**src/rtl/core_scan_pkg.sv**
```systemverilog
// Shared types and constants for the core scan port: TAP states, IR opcodes,
// register widths and the operand latch layout.
package core_scan_pkg;

  localparam int IR_W     = 2;
  localparam int OPER_W   = 5;
  localparam int RES_W    = 4;
  localparam int DR_OP_W  = OPER_W + RES_W;
  localparam int IDCODE_W = 32;

  localparam logic [IR_W-1:0] IR_OPERATE = 2'b01;
  localparam logic [IR_W-1:0] IR_IDCODE  = 2'b10;
  localparam logic [IR_W-1:0] IR_BYPASS  = 2'b11;
  localparam logic [IR_W-1:0] IR_CAPTURE = 2'b01;

  typedef enum logic [3:0] {
    TAP_RESET,
    TAP_IDLE,
    TAP_SEL_DR,
    TAP_CAP_DR,
    TAP_SHIFT_DR,
    TAP_EXIT1_DR,
    TAP_PAUSE_DR,
    TAP_EXIT2_DR,
    TAP_UPD_DR,
    TAP_SEL_IR,
    TAP_CAP_IR,
    TAP_SHIFT_IR,
    TAP_EXIT1_IR,
    TAP_PAUSE_IR,
    TAP_EXIT2_IR,
    TAP_UPD_IR
  } tap_state_e;

  typedef enum logic [1:0] {
    SEL_BYPASS,
    SEL_OPERATE,
    SEL_IDCODE
  } dr_sel_e;

  // Operand latch layout: a in [1:0], b in [3:2], op in [4].
  typedef struct packed {
    logic       op;
    logic [1:0] b;
    logic [1:0] a;
  } oper_t;

endpackage

```
**src/rtl/core_scan_port_tap_fsm.sv**
```systemverilog
// IEEE 1149.1 TAP controller: state register and next-state logic only;
// all capture/shift/update decoding lives in core_scan_port.
module tap_fsm
  import core_scan_pkg::*;
(
  input  logic       clk,
  input  logic       rst,
  input  logic       tms,
  output tap_state_e state
);

  tap_state_e state_next;

  // NOTE: asynchronous reset belongs in the sensitivity list; the TAP must
  // land in Test-Logic-Reset without needing a clock.
  always_ff @(posedge clk or posedge rst) begin
    if (rst) state <= TAP_RESET;
    else     state <= state_next;
  end

  // NOTE: a default assignment ahead of the case keeps this block free of
  // inferred latches even if an arm is missed.
  always_comb begin
    state_next = state;
    unique case (state)
      TAP_RESET:    state_next = tms ? TAP_RESET    : TAP_IDLE;
      TAP_IDLE:     state_next = tms ? TAP_SEL_DR   : TAP_IDLE;
      TAP_SEL_DR:   state_next = tms ? TAP_SEL_IR   : TAP_CAP_DR;
      TAP_CAP_DR:   state_next = tms ? TAP_EXIT1_DR : TAP_SHIFT_DR;
      TAP_SHIFT_DR: state_next = tms ? TAP_EXIT1_DR : TAP_SHIFT_DR;
      TAP_EXIT1_DR: state_next = tms ? TAP_UPD_DR   : TAP_PAUSE_DR;
      TAP_PAUSE_DR: state_next = tms ? TAP_EXIT2_DR : TAP_PAUSE_DR;
      TAP_EXIT2_DR: state_next = tms ? TAP_UPD_DR   : TAP_SHIFT_DR;
      TAP_UPD_DR:   state_next = tms ? TAP_SEL_DR   : TAP_IDLE;
      TAP_SEL_IR:   state_next = tms ? TAP_RESET    : TAP_CAP_IR;
      TAP_CAP_IR:   state_next = tms ? TAP_EXIT1_IR : TAP_SHIFT_IR;
      TAP_SHIFT_IR: state_next = tms ? TAP_EXIT1_IR : TAP_SHIFT_IR;
      TAP_EXIT1_IR: state_next = tms ? TAP_UPD_IR   : TAP_PAUSE_IR;
      TAP_PAUSE_IR: state_next = tms ? TAP_EXIT2_IR : TAP_PAUSE_IR;
      TAP_EXIT2_IR: state_next = tms ? TAP_UPD_IR   : TAP_SHIFT_IR;
      TAP_UPD_IR:   state_next = tms ? TAP_SEL_DR   : TAP_IDLE;
      default:      state_next = TAP_RESET;
    endcase
  end

endmodule

```
**src/rtl/core_scan_port.sv**
```systemverilog
// Scan port that loads operands into the core logic and reads its result back.
// Define CORE_SCAN_IDCODE_EN to include the IDCODE instruction and register.
module core_scan_port
  import core_scan_pkg::*;
#(
  parameter logic [IDCODE_W-1:0] IDCODE_VALUE = 32'h0000_0001
) (
  input  logic             clk,
  input  logic             rst,
  input  logic             tms,
  input  logic             tdi,
  output logic             tdo,
  output logic             tdo_en,
  output logic [1:0]       core_a,
  output logic [1:0]       core_b,
  output logic             core_op,
  input  logic [RES_W-1:0] core_result
);

`ifdef CORE_SCAN_IDCODE_EN
  localparam logic [IR_W-1:0] IR_RESET = IR_IDCODE;
`else
  localparam logic [IR_W-1:0] IR_RESET = IR_BYPASS;
`endif

  tap_state_e         state;
  logic [IR_W-1:0]    ir_sr;
  logic [IR_W-1:0]    ir;
  logic [DR_OP_W-1:0] op_sr;
  logic               bypass_bit;
  oper_t              latch;
  dr_sel_e            dr_sel;
  logic               capture_dr, shift_dr, update_dr;
  logic               capture_ir, shift_ir, update_ir;
  logic               dr_tdo;

  tap_fsm u_tap_fsm (
    .clk   (clk),
    .rst   (rst),
    .tms   (tms),
    .state (state)
  );

  // Output decode of the TAP state.
  always_comb begin
    capture_dr = (state == TAP_CAP_DR);
    shift_dr   = (state == TAP_SHIFT_DR);
    update_dr  = (state == TAP_UPD_DR);
    capture_ir = (state == TAP_CAP_IR);
    shift_ir   = (state == TAP_SHIFT_IR);
    update_ir  = (state == TAP_UPD_IR);
  end

  always_comb begin
    dr_sel = SEL_BYPASS;
    if (ir == IR_OPERATE) dr_sel = SEL_OPERATE;
`ifdef CORE_SCAN_IDCODE_EN
    else if (ir == IR_IDCODE) dr_sel = SEL_IDCODE;
`endif
  end

  always_ff @(posedge clk or posedge rst) begin
    if (rst) begin
      ir_sr <= '0;
      ir    <= IR_RESET;
    end else begin
      if (capture_ir)    ir_sr <= IR_CAPTURE;
      else if (shift_ir) ir_sr <= {tdi, ir_sr[IR_W-1]};
      if (state == TAP_RESET) ir <= IR_RESET;
      else if (update_ir)     ir <= ir_sr;
    end
  end

  // Capture reads back the held operands alongside the core's current result.
  always_ff @(posedge clk or posedge rst) begin
    if (rst) begin
      op_sr <= '0;
    end else if (dr_sel == SEL_OPERATE) begin
      if (capture_dr)    op_sr <= {latch, core_result};
      else if (shift_dr) op_sr <= {tdi, op_sr[DR_OP_W-1:1]};
    end
  end

  // The latch survives Test-Logic-Reset; only rst or an OPERATE update touches it.
  always_ff @(posedge clk or posedge rst) begin
    if (rst)                                   latch <= '0;
    else if (update_dr && dr_sel == SEL_OPERATE) latch <= op_sr[DR_OP_W-1:RES_W];
  end

  always_ff @(posedge clk or posedge rst) begin
    if (rst) begin
      bypass_bit <= 1'b0;
    end else if (dr_sel == SEL_BYPASS) begin
      if (capture_dr)    bypass_bit <= 1'b0;
      else if (shift_dr) bypass_bit <= tdi;
    end
  end

`ifdef CORE_SCAN_IDCODE_EN
  logic [IDCODE_W-1:0] idcode_sr;

  always_ff @(posedge clk or posedge rst) begin
    if (rst) begin
      idcode_sr <= '0;
    end else if (dr_sel == SEL_IDCODE) begin
      if (capture_dr)    idcode_sr <= IDCODE_VALUE;
      else if (shift_dr) idcode_sr <= {tdi, idcode_sr[IDCODE_W-1:1]};
    end
  end

  always_comb begin
    unique case (dr_sel)
      SEL_OPERATE: dr_tdo = op_sr[0];
      SEL_IDCODE:  dr_tdo = idcode_sr[0];
      default:     dr_tdo = bypass_bit;
    endcase
  end
`else
  logic unused_idcode;
  assign unused_idcode = ^IDCODE_VALUE;

  always_comb begin
    dr_tdo = (dr_sel == SEL_OPERATE) ? op_sr[0] : bypass_bit;
  end
`endif

  always_comb begin
    tdo    = 1'b0;
    tdo_en = shift_ir | shift_dr;
    if (shift_ir)      tdo = ir_sr[0];
    else if (shift_dr) tdo = dr_tdo;
  end

  assign core_a  = latch.a;
  assign core_b  = latch.b;
  assign core_op = latch.op;

endmodule

```
**config.mk**
```make
export PLATFORM = sky130hd
export DESIGN_NAME = core_scan_port
export DESIGN_NICKNAME = d
export VERILOG_FILES = /design/src/rtl/core_scan_pkg.sv /design/src/rtl/core_scan_port_tap_fsm.sv /design/src/rtl/core_scan_port.sv
export SDC_FILE = /design/constraint.sdc
export NUM_CORES = 1
export LEC_CHECK = 0
export BUFFER_PORTS_ARGS = -buffer_cell sky130_fd_sc_hd__buf_2
export CAP_MARGIN = 15
export CORE_MARGIN = 10
export CORE_UTILIZATION = 45
export CTS_CLUSTER_SIZE = 30
export DETAILED_ROUTE_END_ITERATION = 6
export PLACE_DENSITY = 0.62
export SKIP_CTS_REPAIR_TIMING = 1
export SLEW_MARGIN = 20
export SYNTH_ARGS = -nofsm -noshare
export SYNTH_HDL_FRONTEND = slang
export SYNTH_HIERARCHICAL = 1
export SYNTH_SLANG_ARGS = --single-unit
```
**constraint.sdc**
```tcl
create_clock -name clk -period 5.5 [get_ports clk]
set_input_delay 0.55 -clock clk [delete_from_list [all_inputs] [get_ports clk]]
set_output_delay 0.55 -clock clk [all_outputs]
set_load 0.05 [all_outputs]
```
==> flow_summary.json, run 1 <==
{
  "multiInputGateArea_um2": 679.4,
  "netlist_area_um2": 1314,
  "crit_slowest_cell": "dfrtp_1",
  "layout_common_cells": "mux2_2 (24), dfrtp_1 (21), buf_2 (14)",
  "register_area_um2": 578.1,
  "drc": 0,
  "dpl.hpwl_um": 1720,
  "placed_area_um2": 1369,
  "crit_chain": "or3b_4 -> a2111oi_4 -> mux2_2",
  "cap_violations": 0,
  "antenna_cells": 0,
  "ys_warn_count": 6,
  "synthCells": 121,
  "grt_pass1_wl_um": 3946,
  "root_buffer": "clkbuf_4",
  "setup_viol": 0,
  "ys_seq_area_frac": 0.4400,
  "htreeDepth": 1,
  "dr.first_iter.drc_count": 105,
  "die_h_um": 74.03,
  "rsz0062_at_grt": "false",
  "finalCriticalPeriod_ns": 2.405,
  "io_buffer_count": 14,
  "required_ns": 5.70,
  "setup_ws_ns": 3.095,
  "powerDensity_nw_per_um2": 401.6,
  "area_growth_pct": 6.857,
  "clock_skew_ns": 0.01552,
  "n_fill_cell": 260,
  "final_area_um2": 1404,
  "p_leak_uw": 0.0006573,
  "vias": 921,
  "die_w_um": 74.03,
  "gp_congestion": 0.7593,
  "cts_tree": "yes",
  "dr.pass1.iters": 4,
  "worst-path-buf-inv": 0,
  "ys_ff_latch": 23,
  "max-slew-margin-rel": 0.4962,
  "clock-sinks": 23,
  "cp_data_arrival_time_ns": 2.60,
  "grt_max_degree": 24,
  "hold_ws_ns": 0.08948,
  "initial_core_util": 0.4723,
  "layout-drive-gt1-share": 0.3643,
  "clk_pin_slew_worst_paths_ns": 0.13,
  "max_stage_delay_ns": 0.77,
  "synth-main-ff-cell": "dfrtp_1",
  "synth_edf_count": 0,
  "core-area_um2": 2781,
  "end_kind": "flop",
  "postSynthAreaPerCell_um2": 10.86,
  "synth_cell_type_count": 32,
  "startpoint_type": "flop",
  "async_flop_share": 1.000,
  "max_freq_mhz": 415.8,
  "cp_max_fo": 21,
  "grt_usage": 0.09032,
  "syn_nets": 129,
  "timing_hold_violations_final": 0,
  "cts_buffers": 3,
  "final_max_slew_viol_count": 0,
  "rows": 19,
  "dieArea_um2": 5480,
  "yosys.area.top_type_share": 0.4000,
  "grt_pass1_vias": 837,
  "antenna_found_initial": 0,
  "nNetsFinal": 138,
  "io_pins": 15,
  "gr-total-overflow": 0,
  "detail_route.wl_per_cell_um": 14.89,
  "final_common_cell": "mux2_2",
  "wl_um": 2383,
  "period_share": 0.4373,
  "vias_per_cell": 5.756,
  "place_worst_setup_slack_ns": 3.014,
  "worst_pin_slew_ns": 0.7556,
  "synthTopCellsByArea": "dfrtp_1 (40%), mux2_2 (21%), dfstp_2 (4.0%)",
  "cts_buffer_depth": 2,
  "critical-path-top-delay-family": "flip-flops",
  "setup_tns_ns": 0,
  "synth_area_leader_cell": "dfrtp_1",
  "clock_latency_ns": 0.32,
  "hold_path_class": "primary input to asynchronous set/reset pin",
  "max-vdd-ir-drop_mv": 0.2482,
  "outcome": "finished, final reports clean",
  "final_antenna_net_count": 0,
  "crit_type": "flop to flop"
}
-- routing by layer --
| layer | vias to the layer above | global-route usage | part of all wire |
|---|---|---|---|
| li1 | 458 | - | - |
| met1 | 442 | 0.1206 | 0.46 |
| met3 | 2 | 0.03723 | 0.056 |
| met4 | 0 | 0.01863 | 0.0046 |
| met5 | - | 0 | 0 |
| met2 | 19 | 0.1335 | 0.48 |
-- worst register-to-register path, cell delays in order (launching register included) --
cell and delay, ns:
dfrtp_1 0.77, or3b_4 0.48, a2111oi_4 0.64, mux2_2 0.41
-- report_power, final --
| part | switching, uW | internal (uW) | leakage, uW |
|---|---|---|---|
| logic | 91.0 | 106 | 0.000340 |
| clock network | 49.9 | 28.3 | 0.0000150 |
| registers | 86.5 | 202 | 0.000303 |
-- path summary, 6_finish.rpt --
kind	from	end	slack [ns]	cells past startpoint
worst max-delay path	u_tap_fsm/state[2]	op_sr[4]	3.10	3
worst min register to register	ir_sr[0]	ir_sr[0]	0.50	2
max in group asynchronous	rst	core_b[0]	4.69	2
min in group clk	ir_sr[0]	ir_sr[0]	0.50	2
worst min-delay path	rst	u_tap_fsm/state[1]	0.09	2
worst max register to register	u_tap_fsm/state[2]	op_sr[4]	3.10	3
-- logic make-up (layout without fill, tap and decap cells) --
group	Yosys count	after routing	synth area share
compound gates	20	20	0.1181
xor+xnor	1	1	0.006668
mux	25	25	0.2133
simple gates	39	39	0.1676
flops	23	23	0.4400
buf+inv	13	21	0.05428
-- flip-flops by register name, summed over array words and instances, names as in the netlist --
name and flops:
op_sr 9, core_op 1, ir 2, ir_sr 2
u_tap_fsm/state 4, bypass_bit 1, core_b 2, core_a 2
-- cell type report --
cell class	count	area share
Tap cell	31	0.02763
Clock buffer	4	0.01872
Multi-Input combinational cell	85	0.4840
Inverter	3	0.008021
Timing Repair Buffer	14	0.04991
Sequential cell	23	0.4118
-- cells in the mapped netlist, types with 3 or more instances --
library cell / count
mux2_2: 24
dfrtp_1: 21
nand2_1: 8
nand3_1: 6
o21ai_0: 6
nand3b_1: 5
nor2b_1: 5
nor2_1: 4
buf_2: 3
buf_4: 3
clkbuf_1: 3
inv_1: 3
nand2b_1: 3
o221ai_1: 3
-- through the flow --
| stage | std cells | power [uW] | util |
|---|---|---|---|
| global placement | 156 | 476.7 | 0.4921 |
| detailed placement | 156 | 482.3 | 0.4921 |
| global route | 160 | 611.1 | 0.5047 |
| finish | 160 | 563.8 | 0.5047 |
| CTS | 160 | 563.6 | 0.5016 |
| floorplan | 121 | 457.9 | - |
(Power assumes the default switching activity.)
==> run 2, diff against run 1 <==
PLACE_DENSITY = 0.65   (was 0.62)
clock period = 2.1 ns   (was 5.5 ns; I/O delays follow)
==> run 2 against run 1 <==
  * Die area stayed put
  * Critical path depth up 1
  * Largest power group is now combinational logic
  * Core utilization is 2.1 points higher
  * Worst hold slack better by 0.050 ns
  * Via count rose by 3.9%
  * Cell count up 5.0%
  * Sequential cell count did not move
  * Global-route usage increased by 0.67 points
  * Critical endpoint is now tdo
  * Total power increased to 2.8 times the previous value
==> flow_summary.json, run 2 (synthesis gave the netlist of run 1 again) <==
{
  "outcome": "finished, final reports clean",
  "hold_path_class": "primary input to flop",
  "rows": 19,
  "final_common_cell": "mux2_2",
  "grt_pass1_vias": 979,
  "max-vdd-ir-drop_mv": 0.5745,
  "timing_hold_violations_final": 0,
  "layout-drive-gt1-share": 0.4015,
  "crit_type": "flop to primary output",
  "dr.pass1.iters": 5,
  "cts_tree": "yes",
  "gr-total-overflow": 0,
  "clock_skew_ns": 0.001607,
  "root_buffer": "clkbuf_4",
  "powerDensity_nw_per_um2": 1069,
  "io_buffer_count": 14,
  "area_growth_pct": 11.24,
  "nNetsFinal": 146,
  "finalCriticalPeriod_ns": 1.923,
  "wl_um": 2534,
  "setup_tns_ns": 0,
  "grt_pass1_wl_um": 4381,
  "core-area_um2": 2781,
  "die_h_um": 74.03,
  "vias_per_cell": 5.696,
  "worst-path-buf-inv": 1,
  "top_register": "op_sr",
  "cp_data_arrival_time_ns": 1.71,
  "top_regs": "op_sr x9, u_tap_fsm/state x4",
  "grt_usage": 0.09704,
  "grt_max_degree": 23,
  "htreeDepth": 1,
  "setup_viol": 0,
  "final_max_slew_viol_count": 0,
  "cts_buffer_depth": 2,
  "cap_violations": 0,
  "hold_path_end": "ir_sr[1]",
  "required_ns": 1.89,
  "max_freq_mhz": 520.1,
  "clock_latency_ns": 0.32,
  "finalPower_uw": 1563,
  "crit_slowest_cell": "dfstp_2",
  "drc": 0,
  "max_stage_delay_ns": 0.58,
  "p_leak_uw": 0.0006922,
  "layout_common_cells": "mux2_2 (24), dfrtp_1 (21), buf_2 (14)",
  "hold_depth": 3,
  "placed_area_um2": 1421,
  "timing.rr.start": "u_tap_fsm/state[1]",
  "io_pins": 15,
  "clk_pin_slew_worst_paths_ns": 0.13,
  "cts_buffers": 3,
  "max-slew-margin-rel": 0.5240,
  "cp_max_fo": 4,
  "antenna_found_initial": 0,
  "critical-path-top-delay-family": "flip-flops",
  "hp-start": "tdi",
  "fin_cells": 168,
  "reg2reg_slack_ns": 0.18,
  "startpoint_type": "flop",
  "post-place-cells": 163,
  "final_area_um2": 1461,
  "final_antenna_net_count": 0,
  "rr_worst_depth": 4,
  "crit_chain": "nor2b_1 -> mux2i_1 -> o22ai_1 -> buf_2",
  "worst_pin_slew_ns": 0.7132,
  "period_share": 0.9155,
  "dr.first_iter.drc_count": 86,
  "antenna_cells": 0,
  "clock-sinks": 23,
  "gp_congestion": 0.8177,
  "die_w_um": 74.03,
  "end_kind": "primary output",
  "r2r_end": "op_sr[8]",
  "detail_route.wl_per_cell_um": 15.08,
  "vias": 957,
  "rsz0062_at_grt": "false",
  "largest_reg_flops": 9,
  "dieArea_um2": 5480,
  "initial_core_util": 0.4723,
  "dpl.hpwl_um": 1852
}
-- run 2: area by class of cell --
type | instances | area [um^2]
clock buffer | 3 | 22.52
fill | 267 | 1320
multi-input combinational | 85 | 670.6
sequential | 23 | 578.1
clock inverter | 1 | 7.507
tap | 31 | 38.79
inverter | 3 | 11.26
timing repair buffer | 22 | 132.6
-- run 2: worst max-delay path by stage --
stage / from / end / slack (ns) / cells past startpoint
floorplan: u_tap_fsm/state[0] / op_sr[0] / 0.14 / 4
global placement: u_tap_fsm/state[1] / op_sr[5] / 0.24 / 4
detailed placement: u_tap_fsm/state[1] / op_sr[5] / 0.20 / 4
CTS: ir[0] / tdo / 0.18 / 4
global route: ir[0] / tdo / 0.04 / 4
finish: ir[0] / tdo / 0.18 / 4
-- run 2: routing by layer --
layer	wire length, um	up-vias	track usage	part of all wire
met4	9	0	0.01863	0.0036
met1	1175	467	0.1211	0.46
li1	-	468	-	-
met3	137	2	0.03989	0.054
met5	0	-	0	0
met2	1211	20	0.1544	0.48
-- run 2: metrics by stage --
| stage | setup slack (ns) | utilization | hold WS, ns |
|---|---|---|---|
| after CTS | 0.1757 | 0.5218 | -0.2547 |
| after detailed placement | 0.2024 | 0.5110 | 0.1129 |
| after global placement | 0.2424 | 0.5110 | 0.1131 |
| after global routing | 0.04378 | 0.5254 | 0.1632 |
| after floorplan | 0.1371 | - | -0.02392 |
| final | 0.1775 | 0.5254 | 0.1394 |
-- run 2: tightest hold or removal path: cells and delay by family --
family | cells | cell delay, ns
buffers and inverters | 1 | 0.11
AO/OA/AOI/OAI | 1 | 0.06
AND/OR/NAND/NOR | 1 | 0.05
-- run 2: power by group --
part           switching, uW  total (uW)  internal (uW)  leakage (uW)
registers                104         637            533      0.000303
logic                    382         708            327      0.000376
clock network            145         217           72.8     0.0000139
